[src/rtl/sum_uart_pkg.sv]
// Shared definitions for the sum_uart serial transmitter (and the planned receiver).
//   tx_state_t     : transmitter FSM states
//   TX_IDLE_LEVEL  : line level while idle and during stop bits
//   START_LEVEL    : line level of the start bit
//   frame_cycles() : clock cycles in one complete frame for a given configuration
package sum_uart_pkg;

    typedef enum logic [2:0] {
        IDLE,
        START,
        DATA,
        PARITY,
        STOP
    } tx_state_t;

    localparam logic TX_IDLE_LEVEL = 1'b1;
    localparam logic START_LEVEL   = 1'b0;

    // Start bit + data bits + optional parity bit + stop bits, each one bit period long.
    function automatic int unsigned frame_cycles(
        input int unsigned clks_per_bit,
        input int unsigned data_w,
        input int unsigned parity_en,
        input int unsigned stop_bits
    );
        int unsigned par_bits;
        par_bits = (parity_en != 0) ? 32'd1 : 32'd0;
        return (32'd1 + data_w + par_bits + stop_bits) * clks_per_bit;
    endfunction

endpackage

[src/rtl/uart_bit_timer.sv]
// Bit-period timer for the sum_uart serial blocks.
// Counts 0..CLKS_PER_BIT-1 and wraps; bit_end is high during the terminal count.
//   clk     : clock, rising edge
//   rst     : asynchronous active-high reset (counter to 0)
//   clear   : hold the counter at 0 (used while the line is idle)
//   bit_end : high in the last cycle of each bit period
module uart_bit_timer #(
    parameter int unsigned CLKS_PER_BIT = 16
) (
    input  logic clk,
    input  logic rst,
    input  logic clear,
    output logic bit_end
);

    localparam int unsigned         CNT_W = $clog2(CLKS_PER_BIT);
    localparam logic [CNT_W-1:0]    LAST  = CNT_W'(CLKS_PER_BIT - 1);

    logic [CNT_W-1:0] cnt_q, cnt_d;

    assign bit_end = (cnt_q == LAST);

    always_comb begin
        cnt_d = cnt_q + CNT_W'(1);
        if (clear || bit_end) begin
            cnt_d = '0;
        end
    end

    always_ff @(posedge clk or posedge rst) begin
        if (rst) begin
            cnt_q <= '0;
        end else begin
            cnt_q <= cnt_d;
        end
    end

endmodule

[src/rtl/sum_uart_tx.sv]
// UART transmitter for result bytes leaving the tile on one output pin.
// A one-entry holding register accepts words on a valid/ready handshake; the FSM shifts each
// word out LSB-first as start bit, data bits, optional parity bit and 1 or 2 stop bits.
//   clk        : clock, rising edge
//   rst        : asynchronous active-high reset; aborts any frame, line goes high at once
//   in_data    : word to transmit
//   in_valid   : in_data is valid
//   in_ready   : holding register empty (never depends on in_valid)
//   tx         : registered serial line, idle high
//   busy       : FSM active or a word is waiting in the holding register
//   frame_done : one-cycle pulse in the last cycle of the final stop bit
module sum_uart_tx
    import sum_uart_pkg::*;
#(
    parameter int unsigned CLKS_PER_BIT = 16,
    parameter int unsigned DATA_W       = 8,
    parameter int unsigned PARITY_EN    = 0,
    parameter int unsigned PARITY_ODD   = 0,
    parameter int unsigned STOP_BITS    = 1
) (
    input  logic              clk,
    input  logic              rst,
    input  logic [DATA_W-1:0] in_data,
    input  logic              in_valid,
    output logic              in_ready,
    output logic              tx,
    output logic              busy,
    output logic              frame_done
);

    localparam int unsigned              BIT_CNT_W   = $clog2(DATA_W) + 1;
    localparam logic [BIT_CNT_W-1:0]     DATA_LAST   = BIT_CNT_W'(DATA_W - 1);
    localparam logic [BIT_CNT_W-1:0]     STOP_LAST   = BIT_CNT_W'(STOP_BITS - 1);
    localparam logic                     PARITY_INIT = (PARITY_ODD != 0);
    localparam bit                       HAS_PARITY  = (PARITY_EN != 0);

    tx_state_t              state_q, state_d;
    logic [DATA_W-1:0]      hold_q, hold_d;
    logic                   hold_full_q, hold_full_d;
    logic [DATA_W-1:0]      shift_q, shift_d;
    logic                   parity_q, parity_d;
    logic [BIT_CNT_W-1:0]   bit_cnt_q, bit_cnt_d;
    logic                   tx_q, tx_d;

    logic bit_end;
    logic timer_clear;
    logic load;        // FSM takes the held word this edge
    logic accept;      // handshake this edge
    logic data_last;
    logic stop_last;

    assign timer_clear = (state_q == IDLE);
    assign accept      = in_valid && in_ready;
    assign data_last   = (bit_cnt_q == DATA_LAST);
    assign stop_last   = (bit_cnt_q == STOP_LAST);

    uart_bit_timer #(
        .CLKS_PER_BIT (CLKS_PER_BIT)
    ) u_bit_timer (
        .clk     (clk),
        .rst     (rst),
        .clear   (timer_clear),
        .bit_end (bit_end)
    );

    // ---------------------------------------------------------------- state register
    always_ff @(posedge clk or posedge rst) begin
        if (rst) begin
            state_q <= IDLE;
        end else begin
            state_q <= state_d;
        end
    end

    // ---------------------------------------------------------------- next state
    always_comb begin
        state_d = state_q;
        load    = 1'b0;
        case (state_q)
            IDLE: begin
                if (hold_full_q) begin
                    state_d = START;
                    load    = 1'b1;
                end
            end
            START: begin
                if (bit_end) begin
                    state_d = DATA;
                end
            end
            DATA: begin
                if (bit_end && data_last) begin
                    state_d = HAS_PARITY ? PARITY : STOP;
                end
            end
            PARITY: begin
                if (bit_end) begin
                    state_d = STOP;
                end
            end
            STOP: begin
                if (bit_end && stop_last) begin
                    // A waiting word starts immediately: no idle cycle between frames.
                    if (hold_full_q) begin
                        state_d = START;
                        load    = 1'b1;
                    end else begin
                        state_d = IDLE;
                    end
                end
            end
            default: begin
                state_d = IDLE;
            end
        endcase
    end

    // ---------------------------------------------------------------- datapath next state
    always_comb begin
        hold_d      = hold_q;
        hold_full_d = hold_full_q;
        shift_d     = shift_q;
        parity_d    = parity_q;
        bit_cnt_d   = bit_cnt_q;

        // accept and load are exclusive: load needs hold_full, accept needs !hold_full.
        if (accept) begin
            hold_d      = in_data;
            hold_full_d = 1'b1;
        end

        if (load) begin
            shift_d     = hold_q;
            hold_full_d = 1'b0;
            parity_d    = PARITY_INIT;
            bit_cnt_d   = '0;
        end else if (bit_end) begin
            case (state_q)
                DATA: begin
                    shift_d   = shift_q >> 1;
                    parity_d  = parity_q ^ shift_q[0];
                    bit_cnt_d = data_last ? '0 : bit_cnt_q + BIT_CNT_W'(1);
                end
                STOP: begin
                    bit_cnt_d = stop_last ? '0 : bit_cnt_q + BIT_CNT_W'(1);
                end
                default: begin
                end
            endcase
        end
    end

    always_ff @(posedge clk or posedge rst) begin
        if (rst) begin
            hold_q      <= '0;
            hold_full_q <= 1'b0;
            shift_q     <= '0;
            parity_q    <= 1'b0;
            bit_cnt_q   <= '0;
            tx_q        <= TX_IDLE_LEVEL;
        end else begin
            hold_q      <= hold_d;
            hold_full_q <= hold_full_d;
            shift_q     <= shift_d;
            parity_q    <= parity_d;
            bit_cnt_q   <= bit_cnt_d;
            tx_q        <= tx_d;
        end
    end

    // ---------------------------------------------------------------- outputs
    // tx is registered from the next-state view so the line changes on the same edge
    // the FSM changes state.
    always_comb begin
        case (state_d)
            IDLE:    tx_d = TX_IDLE_LEVEL;
            START:   tx_d = START_LEVEL;
            DATA:    tx_d = shift_d[0];
            PARITY:  tx_d = parity_d;
            STOP:    tx_d = TX_IDLE_LEVEL;
            default: tx_d = TX_IDLE_LEVEL;
        endcase
        in_ready   = !hold_full_q;
        busy       = (state_q != IDLE) || hold_full_q;
        frame_done = (state_q == STOP) && bit_end && stop_last;
    end

    assign tx = tx_q;

`ifndef SYNTHESIS
    localparam int unsigned FRAME_LEN =
        frame_cycles(CLKS_PER_BIT, DATA_W, PARITY_EN, STOP_BITS);

    // Cycle index within the current frame (1 in the first start-bit cycle).
    int unsigned frame_cnt_q;

    always_ff @(posedge clk or posedge rst) begin
        if (rst) begin
            frame_cnt_q <= 0;
        end else if (load) begin
            frame_cnt_q <= 1;
        end else if (state_q != IDLE) begin
            frame_cnt_q <= frame_cnt_q + 1;
        end
    end

    always_ff @(posedge clk) begin
        if (!rst) begin
            assert (!(accept && load));
            if (frame_done) begin
                assert (frame_cnt_q == FRAME_LEN);
            end
        end
    end
`endif

endmodule

[config.mk]
export PLATFORM = sky130hd
export DESIGN_NAME = sum_uart_tx
export DESIGN_NICKNAME = d
export VERILOG_FILES = /design/src/rtl/sum_uart_pkg.sv /design/src/rtl/uart_bit_timer.sv /design/src/rtl/sum_uart_tx.sv
export SDC_FILE = /design/constraint.sdc
export NUM_CORES = 1
export LEC_CHECK = 0
export CAP_MARGIN = 15
export CELL_PAD_IN_SITES_DETAIL_PLACEMENT = 0
export CELL_PAD_IN_SITES_GLOBAL_PLACEMENT = 1
export CORE_ASPECT_RATIO = 0.9
export CORE_UTILIZATION = 39
export CTS_CLUSTER_DIAMETER = 60
export DETAILED_ROUTE_END_ITERATION = 16
export GPL_TIMING_DRIVEN = 0
export PLACE_DENSITY = 0.71
export SYNTH_ARGS = -nofsm -noshare
export SYNTH_HDL_FRONTEND = slang
export SYNTH_SLANG_ARGS = --single-unit
[constraint.sdc]
create_clock -name clk -period 1.6 [get_ports clk]
set_input_delay 0.32 -clock clk [delete_from_list [all_inputs] [get_ports clk]]
set_output_delay 0.32 -clock clk [all_outputs]
set_load 0.02 [all_outputs]
==> impl_results.md <==
- Largest fanout on the critical path: 5
- Mapped Area: 1460 sq um
- Buffers on Ports: 14
- Relative slew slack: between 70 and 80%
- Status: finished, violations left
- Final Cell Area: 1950 sq um
- Final clock skew: ~2.8 ps
- Post-Syn Nets: between 100 and 150
- Buffer depth of the longest clock path: 2
- Register area share after synthesis: just over 50%
- CP Data Arrival Time: 1940 ps
- Final nets: ~180
- H-tree depth: 2
- Yosys warnings: 0
- Global-route wire length before repair: approximately 4700 microns
- GPL Wtd Cong: 0.806
- Share of the synthesized area in the top cell type: between 40% and 50%
- Syn Inst Count: between 100 and 150
- P per Cell Area: approximately 1600 nW/um^2
- Maxcap violations: 0
- Slew Viols, Final: 0
- First DRT Iteration DRCs: 46
- CTS Root Cell: clkbuf_8
- Final wirelength: roughly 2900 microns
- CTS tree: built
- Initial antenna violation count: 0
- Crit start category: flop
- Syn Area/Cell: 10.9 sq um
- Distinct cells, synth: 39
- Synth Flop Type: dfrtp_1
- CTS Buf Count: 5
- #FFs+latches synth: 30
- Layout area overhead: 33.0%
- Cell accounting for the most synthesized area: dfrtp_1
- Unrepaired setup endpoints after global routing: yes
- WHS: 308 ps
- Die H: around 60 microns
- IO Pins: 15
- Vias in the first global route: roughly 1000
- Final Util: 55.9%
- Final min period: between 1500 and 2000 ps
- Routed len/inst: between 10 and 15 microns
- Fill count: roughly 310
- Critical path endpoint category: flop
- Peak supply drop: between 700 and 800 uV
- Detailed-route via count: approximately 1100
- Vias per cell: a little over 5
- Final Hold Violating Endpoints: 0
- Final worst setup slack: -171 ps
- Seq. cell area: ~750 sq um
- Crit path kind: reg -> reg
- Violated checks: setup timing
- Worst-path clk slew: approximately 60 ps
- # rows: 20
- Final setup fails: 14
- Gr ovfl total: 0
- Later-pin clock latency in the skew report: approximately 270 ps
- Detailed Routing Iterations Pass 1: 7
- Max Freq: around 560 MHz
- DIE AREA: approximately 4000 sq um
- N_diodes: 0
- DRC: 0
- Core footprint: 3480 sq um
- P_leak: about 0.0009 uW
- Setup_tns: -1550 ps
- Dpl cells: between 150 and 200
- Post-synth EDFFs: 0
- Hold Crit Class: in -> async
- Slew @ Worst Pin: between 400 and 500 ps
- Post-CTS Hold Buffers: 0
- Post-Layout Cell Count: 215
- Overall global routing resource usage: 16.7%
- Placed cell area: ~1700 sq um
- Largest net degree at the start of global routing: 31
- Multi-input gate area: slightly above 700 sq um
- Critical path required time: roughly 1800 ps
- Ratio of cells with drive above 1 in the final layout: between 30% and 40%
- Initial Util: 42.1%
- FFs w/ async S/R, synth: 100%
- Post-route ant nets: 0
- DP Wirelength: 1890 microns
- Final period utilization: 111%
- TritonCTS Sinks: 30
- Synth top area cells: dfrtp_1, mux2_2, a21o_1
- Die W: about 67 microns
## power by group
part	switching (uW)	internal [uW]	leakage, uW
combinational	495	607	0.000501
sequential	274	1090	0.000359
clock	258	346	0.0000482
## placed cells by master (no fill, tap or decap), types with 3 or more instances in the layout
master	n
nand2b_1	3
clkbuf_8	6
o21ai_0	4
mux2_2	8
nand2_1	6
a21oi_1	3
dfrtp_1	28
a21o_1	9
buf_4	16
nor3_1	3
a22o_1	6
inv_1	8
nand3_1	5
clkdlybuf4s50_1	10
nor2_1	11
## final timing paths
check	from	slack, ps	cells past startpoint	end
setup / recovery	bit_cnt_q[1]	-170	10	hold_full_q
hold / removal	rst	310	2	hold_full_q
setup reg to reg	bit_cnt_q[1]	-170	10	hold_full_q
hold reg to reg	shift_q[4]	480	1	shift_q[4]
max in group asynchronous	rst	790	3	tx
min in group clk	shift_q[4]	480	1	shift_q[4]
## logic make-up (layout without fill, tap and decap cells)
logic type / after synthesis / in the layout / synth area share, %
and+or+nand+nor: 42 / 42 / 15.4
AOI/OAI and AO/OA: 36 / 36 / 18.6
DFF: 30 / 30 / 51.4
buffers and inverters: 12 / 49 / 4.11
muxes: 8 / 8 / 6.16
adders and majority gates: 3 / 3 / 2.57
xor gates and xnor gates: 3 / 3 / 1.80
## cell usage after synthesis (3+ instances only)
cell,number
a21o_1,9
a21oi_1,4
a22o_1,6
dfrtp_1,29
ha_1,3
inv_1,8
mux2_2,8
nand2_1,6
nand2b_1,3
nand3_1,5
nor2_1,12
nor3_1,4
o21ai_0,4
## timing repair
action | in CTS | in global routing
cloned | 1 | 0
setup endpoints to repair | 18 | 22
pin swaps | 5 | 3
setup buffers | 12 | 1
resized for setup | 23 | 5
## metal layers
layer  global-route usage (%)  part of all wire, %
met1                     21.4                   47
met2                     25.1                   48
met3                     5.53                  3.3
met4                     8.21                  1.8
met5                        0                    0
## per-stage QoR
step	total power (uW)	worst slack [ps]
after global routing	3300	-292
after floorplan	2020	33.1
after CTS	3060	-155
after detailed placement	2270	-458
final	3070	-171
after global placement	2220	-428
## final cells by class
type	instances	area share (%)
Sequential cell	30	38.7
Multi-Input combinational cell	92	36.9
Timing Repair Buffer	29	13.7
Clock buffer	7	4.44
Tap cell	44	2.83
Buffer	4	1.61
Inverter	8	1.54
Clock inverter	1	0.257
## sequential cells by signal, indices dropped and copies added, names as in the netlist
signal / cells
bit_cnt_q: 4
hold_full_q: 1
hold_q: 8
parity_q: 1
shift_q: 8
state_q: 3
tx: 1
u_bit_timer.cnt_q: 4
## worst max-delay path, stage by stage, from the launching register on
cell and delay [ps]:
dfrtp_1 380, inv_1 60, ha_2 160, nor3b_4 210, buf_4 170, nand2_4 70
a21oi_4 230, buf_4 150, buf_6 100, buf_4 100, nor2_1 30
Note: power is estimated with default switching activity, not from simulation.
